[config.mk]
export PLATFORM = sky130hd
export DESIGN_NAME = flash_prog_ctrl
export DESIGN_NICKNAME = d
export VERILOG_FILES = /design/src/rtl/flash_prog_ctrl_pkg.sv /design/src/rtl/flash_byte_packer.sv /design/src/rtl/flash_prog_ctrl.sv
export SDC_FILE = /design/constraint.sdc
export NUM_CORES = 1
export LEC_CHECK = 0
export CAP_MARGIN = 5
export CORE_ASPECT_RATIO = 1.4
export CORE_UTILIZATION = 40
export DETAILED_ROUTE_END_ITERATION = 12
export PLACE_DENSITY_LB_ADDON = 0.08
export SLEW_MARGIN = 10
export SYNTH_ARGS = -nofsm -noshare
export SYNTH_HDL_FRONTEND = slang
export SYNTH_SLANG_ARGS = --single-unit
export TNS_END_PERCENT = 50
[constraint.sdc]
create_clock -name ACLK -period 7.2 [get_ports ACLK]
set_clock_uncertainty 0.2 [all_clocks]
set_input_delay 1.44 -clock ACLK [delete_from_list [all_inputs] [get_ports ACLK]]
set_output_delay 1.44 -clock ACLK [all_outputs]
set_load 0.02 [all_outputs]
[src/rtl/flash_prog_ctrl_pkg.sv]
// -----------------------------------------------------------------------------
// flash_prog_ctrl_pkg
// Shared definitions for the flash programming controller: AXI widths,
// response/protection/strobe constants and the controller state encoding.
// -----------------------------------------------------------------------------
package flash_prog_ctrl_pkg;

   localparam int AXI_ADDR_WIDTH = 32;
   localparam int AXI_DATA_WIDTH = 32;
   localparam int FLASH_CNT_W    = 18;   // covers the full 81920-word array

   localparam logic [1:0] AXI_RESP_OKAY = 2'b00;
   localparam logic [2:0] AXI_PROT_NONE = 3'b000;
   localparam logic [3:0] AXI_STRB_FULL = 4'hF;

   typedef enum logic [2:0] {
      ST_IDLE     = 3'd0,
      ST_COLLECT  = 3'd1,
      ST_WR       = 3'd2,
      ST_WR_RESP  = 3'd3,
      ST_RD_ADDR  = 3'd4,
      ST_RD_DATA  = 3'd5,
      ST_FINISH   = 3'd6
   } fsm_state_e;

endpackage

[src/rtl/flash_byte_packer.sv]
// -----------------------------------------------------------------------------
// flash_byte_packer
// Accepts bytes on a valid/ready stream and packs four of them little-endian
// into a 32-bit word (first byte in [7:0]).
//
// Ports:
//   clk_i, rst_i      clock, asynchronous active-high reset
//   clear_i           drop any partially collected word
//   en_i              collection enabled (drives byte_ready_o)
//   byte_valid_i/byte_ready_o/byte_i   byte stream handshake
//   word_valid_o      the 4th byte of a word is being accepted this cycle
//   word_o            the complete word, valid together with word_valid_o
//   word_ack_i        consumer takes the word; restarts the byte index
// -----------------------------------------------------------------------------
module flash_byte_packer (
   input  logic        clk_i,
   input  logic        rst_i,
   input  logic        clear_i,
   input  logic        en_i,
   input  logic        word_ack_i,
   input  logic        byte_valid_i,
   input  logic [7:0]  byte_i,
   output logic        byte_ready_o,
   output logic        word_valid_o,
   output logic [31:0] word_o
);

   logic [1:0]  idx_q;
   logic [23:0] data_q;   // bytes 0..2; byte 3 is taken straight from the bus
   logic        fire;

   assign byte_ready_o = en_i;
   assign fire         = en_i & byte_valid_i;
   // Word completes in the same cycle its last byte is accepted, so the
   // controller can move on right at that edge.
   assign word_valid_o = fire & (idx_q == 2'd3);
   assign word_o       = {byte_i, data_q};

   always_ff @(posedge clk_i or posedge rst_i) begin
      if (rst_i) begin
         idx_q  <= 2'd0;
         data_q <= '0;
      end else if (clear_i) begin
         idx_q  <= 2'd0;
         data_q <= '0;
      end else begin
         if (fire) begin
            case (idx_q)
               2'd0:    data_q[7:0]   <= byte_i;
               2'd1:    data_q[15:8]  <= byte_i;
               2'd2:    data_q[23:16] <= byte_i;
               default: ;
            endcase
         end
         if (word_ack_i)
            idx_q <= 2'd0;
         else if (fire)
            idx_q <= idx_q + 2'd1;
      end
   end

endmodule

[src/rtl/flash_prog_ctrl.sv]
// -----------------------------------------------------------------------------
// flash_prog_ctrl
// AXI4-lite master that programs flash from a byte stream. A job (base address,
// word count, verify flag) is latched on start; bytes are packed into words,
// each word is written with one AXI write and optionally read back and compared.
//
// Ports:
//   ACLK, ARESET                 clock, asynchronous active-high reset
//   start/base_addr/word_cnt/verify_en   job request (start ignored while busy)
//   s_byte_valid/s_byte_ready/s_byte     byte stream
//   busy, done, error, err_addr  job status (error sticky until next start)
//   M_AW*, M_W*, M_B*, M_AR*, M_R*       AXI4-lite master channels
// -----------------------------------------------------------------------------
module flash_prog_ctrl
   import flash_prog_ctrl_pkg::*;
#(
   parameter int ADDR_W = AXI_ADDR_WIDTH,
   parameter int DATA_W = AXI_DATA_WIDTH,   // only 32 is supported
   parameter int CNT_W  = FLASH_CNT_W
) (
   input  logic              ACLK,
   input  logic              ARESET,
   input  logic              start,
   input  logic [ADDR_W-1:0] base_addr,
   input  logic [CNT_W-1:0]  word_cnt,
   input  logic              verify_en,
   input  logic              s_byte_valid,
   output logic              s_byte_ready,
   input  logic [7:0]        s_byte,
   output logic              busy,
   output logic              done,
   output logic              error,
   output logic [ADDR_W-1:0] err_addr,
   output logic              M_AWVALID,
   input  logic              M_AWREADY,
   output logic [ADDR_W-1:0] M_AWADDR,
   output logic [2:0]        M_AWPROT,
   output logic              M_WVALID,
   input  logic              M_WREADY,
   output logic [DATA_W-1:0] M_WDATA,
   output logic [3:0]        M_WSTRB,
   input  logic              M_BVALID,
   output logic              M_BREADY,
   input  logic [1:0]        M_BRESP,
   output logic              M_ARVALID,
   input  logic              M_ARREADY,
   output logic [ADDR_W-1:0] M_ARADDR,
   output logic [2:0]        M_ARPROT,
   input  logic              M_RVALID,
   output logic              M_RREADY,
   input  logic [DATA_W-1:0] M_RDATA,
   input  logic [1:0]        M_RRESP
);

   localparam logic [ADDR_W-1:0] ALIGN_MASK = {{(ADDR_W-2){1'b1}}, 2'b00};

   fsm_state_e        state_q;
   logic [ADDR_W-1:0] cur_addr_q;
   logic [CNT_W-1:0]  remaining_q;
   logic              verify_q;
   logic [DATA_W-1:0] wdata_q;
   logic              awvalid_q, wvalid_q;
   logic              aw_done_q, w_done_q;
   logic              bready_q, arvalid_q, rready_q;
   logic              busy_q, done_q, error_q;
   logic [ADDR_W-1:0] err_addr_q;

   logic              aw_hs, w_hs, last_word;
   logic              pack_clear, pack_en, pack_word_valid;
   logic [31:0]       pack_word;

   assign aw_hs      = awvalid_q & M_AWREADY;
   assign w_hs       = wvalid_q & M_WREADY;
   assign last_word  = (remaining_q == CNT_W'(1));
   assign pack_en    = (state_q == ST_COLLECT);
   assign pack_clear = (state_q == ST_IDLE) & start;

   flash_byte_packer u_packer (
      .clk_i        (ACLK),
      .rst_i        (ARESET),
      .clear_i      (pack_clear),
      .en_i         (pack_en),
      .word_ack_i   (pack_word_valid),
      .byte_valid_i (s_byte_valid),
      .byte_i       (s_byte),
      .byte_ready_o (s_byte_ready),
      .word_valid_o (pack_word_valid),
      .word_o       (pack_word)
   );

   always_ff @(posedge ACLK or posedge ARESET) begin
      if (ARESET) begin
         state_q     <= ST_IDLE;
         cur_addr_q  <= '0;
         remaining_q <= '0;
         verify_q    <= 1'b0;
         wdata_q     <= '0;
         awvalid_q   <= 1'b0;
         wvalid_q    <= 1'b0;
         aw_done_q   <= 1'b0;
         w_done_q    <= 1'b0;
         bready_q    <= 1'b0;
         arvalid_q   <= 1'b0;
         rready_q    <= 1'b0;
         busy_q      <= 1'b0;
         done_q      <= 1'b0;
         error_q     <= 1'b0;
         err_addr_q  <= '0;
      end else begin
         done_q <= 1'b0;
         case (state_q)
            ST_IDLE: begin
               if (start) begin
                  cur_addr_q  <= base_addr & ALIGN_MASK;
                  remaining_q <= word_cnt;
                  verify_q    <= verify_en;
                  error_q     <= 1'b0;
                  err_addr_q  <= '0;
                  if (word_cnt == '0) begin
                     // Empty job: report completion without touching the bus.
                     done_q  <= 1'b1;
                     state_q <= ST_FINISH;
                  end else begin
                     busy_q  <= 1'b1;
                     state_q <= ST_COLLECT;
                  end
               end
            end

            ST_COLLECT: begin
               if (pack_word_valid) begin
                  wdata_q   <= pack_word;
                  awvalid_q <= 1'b1;
                  wvalid_q  <= 1'b1;
                  aw_done_q <= 1'b0;
                  w_done_q  <= 1'b0;
                  state_q   <= ST_WR;
               end
            end

            ST_WR: begin
               // AW and W complete independently; each VALID drops right after
               // its own handshake, the state waits for both.
               if (aw_hs) begin
                  awvalid_q <= 1'b0;
                  aw_done_q <= 1'b1;
               end
               if (w_hs) begin
                  wvalid_q <= 1'b0;
                  w_done_q <= 1'b1;
               end
               if ((aw_done_q | aw_hs) & (w_done_q | w_hs)) begin
                  bready_q <= 1'b1;
                  state_q  <= ST_WR_RESP;
               end
            end

            ST_WR_RESP: begin
               if (M_BVALID) begin
                  bready_q <= 1'b0;
                  if (M_BRESP != AXI_RESP_OKAY) begin
                     error_q    <= 1'b1;
                     err_addr_q <= cur_addr_q;
                     busy_q     <= 1'b0;
                     done_q     <= 1'b1;
                     state_q    <= ST_FINISH;
                  end else if (verify_q) begin
                     arvalid_q <= 1'b1;
                     state_q   <= ST_RD_ADDR;
                  end else begin
                     remaining_q <= remaining_q - CNT_W'(1);
                     cur_addr_q  <= cur_addr_q + ADDR_W'(4);
                     if (last_word) begin
                        busy_q  <= 1'b0;
                        done_q  <= 1'b1;
                        state_q <= ST_FINISH;
                     end else begin
                        state_q <= ST_COLLECT;
                     end
                  end
               end
            end

            ST_RD_ADDR: begin
               if (M_ARREADY) begin
                  arvalid_q <= 1'b0;
                  rready_q  <= 1'b1;
                  state_q   <= ST_RD_DATA;
               end
            end

            ST_RD_DATA: begin
               if (M_RVALID) begin
                  rready_q <= 1'b0;
                  if ((M_RRESP != AXI_RESP_OKAY) || (M_RDATA != wdata_q)) begin
                     error_q    <= 1'b1;
                     err_addr_q <= cur_addr_q;
                     busy_q     <= 1'b0;
                     done_q     <= 1'b1;
                     state_q    <= ST_FINISH;
                  end else begin
                     remaining_q <= remaining_q - CNT_W'(1);
                     cur_addr_q  <= cur_addr_q + ADDR_W'(4);
                     if (last_word) begin
                        busy_q  <= 1'b0;
                        done_q  <= 1'b1;
                        state_q <= ST_FINISH;
                     end else begin
                        state_q <= ST_COLLECT;
                     end
                  end
               end
            end

            ST_FINISH: state_q <= ST_IDLE;

            default: state_q <= ST_IDLE;
         endcase
      end
   end

   assign busy      = busy_q;
   assign done      = done_q;
   assign error     = error_q;
   assign err_addr  = err_addr_q;
   assign M_AWVALID = awvalid_q;
   assign M_AWADDR  = cur_addr_q;
   assign M_AWPROT  = AXI_PROT_NONE;
   assign M_WVALID  = wvalid_q;
   assign M_WDATA   = wdata_q;
   // Full strobe whenever data is offered; zero out of reset.
   assign M_WSTRB   = wvalid_q ? AXI_STRB_FULL : 4'h0;
   assign M_BREADY  = bready_q;
   assign M_ARVALID = arvalid_q;
   assign M_ARADDR  = cur_addr_q;
   assign M_ARPROT  = AXI_PROT_NONE;
   assign M_RREADY  = rready_q;

endmodule

==> impl_metrics.tcl <==
set metrics [dict create \
    status "finished with violations" \
    violations "DRC" \
    yosysWarnings 0 \
    setup_viol 0 \
    start_kind "input pin" \
    dp.final_hpwl_um 16200 \
    drt-total-wl_um 23700 \
    p_per_area_nw_per_um2 447 \
    grt_usage_pct 22.3 \
    num_rows 63 \
    htree_levels 4 \
    seq_area_frac_synth_pct 44.1 \
    avgViaCountPerCell 5.44 \
    final_cell_mix "clkdlybuf4s50_1, dfrtp_1, nand2_1" \
    portBuffers 238 \
    grt_pass1_wl_um 38800 \
    antenna_found_initial 0 \
    via_count 7392 \
    final_common_cell "clkdlybuf4s50_1" \
    hp-class "reg2reg" \
    fin_crit_sh_pct 61.9 \
    fin_ws_ps 2750 \
    dieArea_um2 22000 \
    synth-async-reset-ratio_pct 100 \
    place.gp.congestion 0.814 \
    drtIter0Drc 534 \
    die_y_um 175 \
    relSlewSlack_pct 37.5 \
    post-synth-top-area-cell "dfrtp_1" \
    met2_usage_pct 39.4 \
    hold_path_end "err_addr[4]$_DFFE_PP0P_" \
    r2r-end "err_addr[4]$_DFFE_PP0P_" \
    timing.fmax_mhz 224 \
    syn_area_um2 8560 \
    holdWs_ps 290 \
    clock-root-buffer "clkbuf_16" \
    slew_violations 0 \
    ys_top_cells_by_area "dfrtp_1, mux2_2, a21oi_1" \
    nNetsFinal 1198 \
    min_period_ps 4450 \
    clock_path_buffers 2 \
    gr-usage-met3_pct 4.35 \
    syn_to_final_growth_pct 33.5 \
    n_antenna_cell 0 \
    total_power_mw 5.11 \
    grt_start_max_net_pins 100 \
    cts_setup_buffers 0 \
    clock_latency_ps 430 \
    route.detailed.drc 19 \
    clock_sinks 151 \
    hp-start "err_addr[4]$_DFFE_PP0P_" \
    ir_worst_vdd_v 0.000178 \
    worstSetupEndpointType "flip-flop" \
    synth_cell_type_count 72 \
    clkTransAtPathRegs_ps 60 \
    rsz0062_at_grt "no" \
    top_usage_layer "met2" \
    coreArea_um2 21000 \
    fin_tns_setup_ps 0 \
    pre_cts_ws_ps 2200 \
    hold_buffers 0 \
    synth_enable_flop_cells 0 \
    reg2reg_slack_ps 3770 \
    avgSynthCellArea_um2 9.38 \
    worst_pin_slew_ps 937 \
    cap_violations 0 \
    yosysTopAreaCellShare_pct 44.1 \
    cts_tree "built" \
    grt.overflow.total 0 \
    drive_gt1_share_pct 9.45 \
    cts_resized 0 \
    die_w_um 126 \
    start_util_pct 40.7 \
    worst_ep_arrival_time_ps 4560 \
    r2r-start "M_WDATA[26]$_DFFE_PP0P_" \
    fill_cells 1954 \
    synth_cells 913 \
    cts_made_buffers 17 \
    wl_per_cell_um 17.4 \
    synth_top_flop_cell "dfrtp_1" \
    first_global_vias 7343 \
    postRouteAntennaNets 0 \
    cp_data_required_time_ps 7300 \
    met1_usage_pct 27.0 \
    p_leak_nw 4.73 \
    hold_depth 1 \
    critical_path.max_fanout 18 \
    post-route-util_pct 54.3 \
    ff2ff_path_depth 7 \
    crit_type "in2reg" \
    first_pass_iters 11 \
    ys_seq_elements 151 \
    num_io_pins 251 \
    hold_viol 0 \
]
## critical path, cell delays in order
cell,delay (ps)
clkdlybuf4s50_1,470
xnor2_1,130
nand4_1,150
nor3_1,630
nand3_1,340
o21ai_4,710
buf_4,330
mux2_1,330
## worst max-delay path by stage
stage	cells after the start	startpoint	slack (ps)	endpoint
detailed placement	8	M_RDATA[23]	2200	err_addr[4]$_DFFE_PP0P_
global placement	8	M_RDATA[23]	2200	err_addr[4]$_DFFE_PP0P_
floorplan	1	ARESET	1500	M_ARADDR[10]$_DFFE_PP0P_
CTS	8	M_RDATA[23]	2620	err_addr[4]$_DFFE_PP0P_
finish	8	M_RDATA[26]	2750	err_addr[4]$_DFFE_PP0P_
global route	8	M_RDATA[26]	2510	err_addr[4]$_DFFE_PP0P_
## flip-flops by register name, summed over array words and instances, names as in the netlist, 2 cells and up
register and cells:
remaining_q 18, M_ARADDR 30, state_q 3, u_packer.idx_q 2
M_WDATA 32, u_packer.data_q 24, err_addr 31
## kinds of logic (layout without fill, tap and decap cells)
| kind of cell | after synthesis | in the layout | share of synthesized area (%) |
|---|---|---|---|
| fa+ha+maj | 7 | 7 | 1.02 |
| xor+xnor | 33 | 33 | 3.38 |
| simple gates | 292 | 292 | 17.4 |
| mux | 67 | 67 | 8.43 |
| flops | 151 | 151 | 44.1 |
| buf+inv | 140 | 318 | 8.96 |
| compound gates | 222 | 222 | 16.6 |
| other cells | 1 | 10 | 0.0438 |
## cells in the mapped netlist, types with 12 or more instances
| cell type | instances |
|---|---|
| o31ai_1 | 24 |
| nand2_1 | 91 |
| nor2_1 | 51 |
| nand3_1 | 40 |
| clkbuf_1 | 25 |
| dfrtp_1 | 151 |
| buf_4 | 48 |
| nor3_1 | 24 |
| nor4_1 | 19 |
| nand4_1 | 12 |
| o21ai_0 | 32 |
| mux2_2 | 36 |
| xnor2_1 | 32 |
| mux2i_1 | 26 |
| a21oi_1 | 75 |
| inv_1 | 37 |
| buf_2 | 23 |
| o21ai_1 | 19 |
## power breakdown
group / internal [mW] / leakage, nW / switching [mW] / total [mW]
Sequential: 1.20 / 1.96 / 0.408 / 1.61
Clock: 0.561 / 0.302 / 0.401 / 0.961
Combinational: 1.15 / 2.47 / 1.39 / 2.54
Total: 2.91 / 4.73 / 2.19 / 5.11
## routing by layer
| layer | up-vias | wire length, µm | part of all wire, % |
|---|---|---|---|
| met5 | - | 0 | 0 |
| met4 | 0 | 425 | 1.8 |
| met3 | 26 | 1110 | 4.7 |
| met2 | 224 | 12200 | 52 |
| met1 | 3576 | 9940 | 42 |
| li1 | 3566 | - | - |
## cell type report
class / count / area, µm² / area share (%)
multi-input cells: 631 / 4090 / 35.8
repair buffers: 249 / 2460 / 21.6
inverters: 37 / 144 / 1.26
clock inverters: 15 / 205 / 1.79
clock buffers: 17 / 425 / 3.72
well taps: 260 / 325 / 2.85
flip-flops and latches: 151 / 3780 / 33.0
## per-stage QoR
stage | cells | area, µm²
after floorplan | 922 | 8600
after CTS | 1360 | 11400
final | 1360 | 11400
after global placement | 1328 | 10800
after detailed placement | 1328 | 10800
after global routing | 1360 | 11400
No activity file was read; power rests on OpenSTA's default activity.
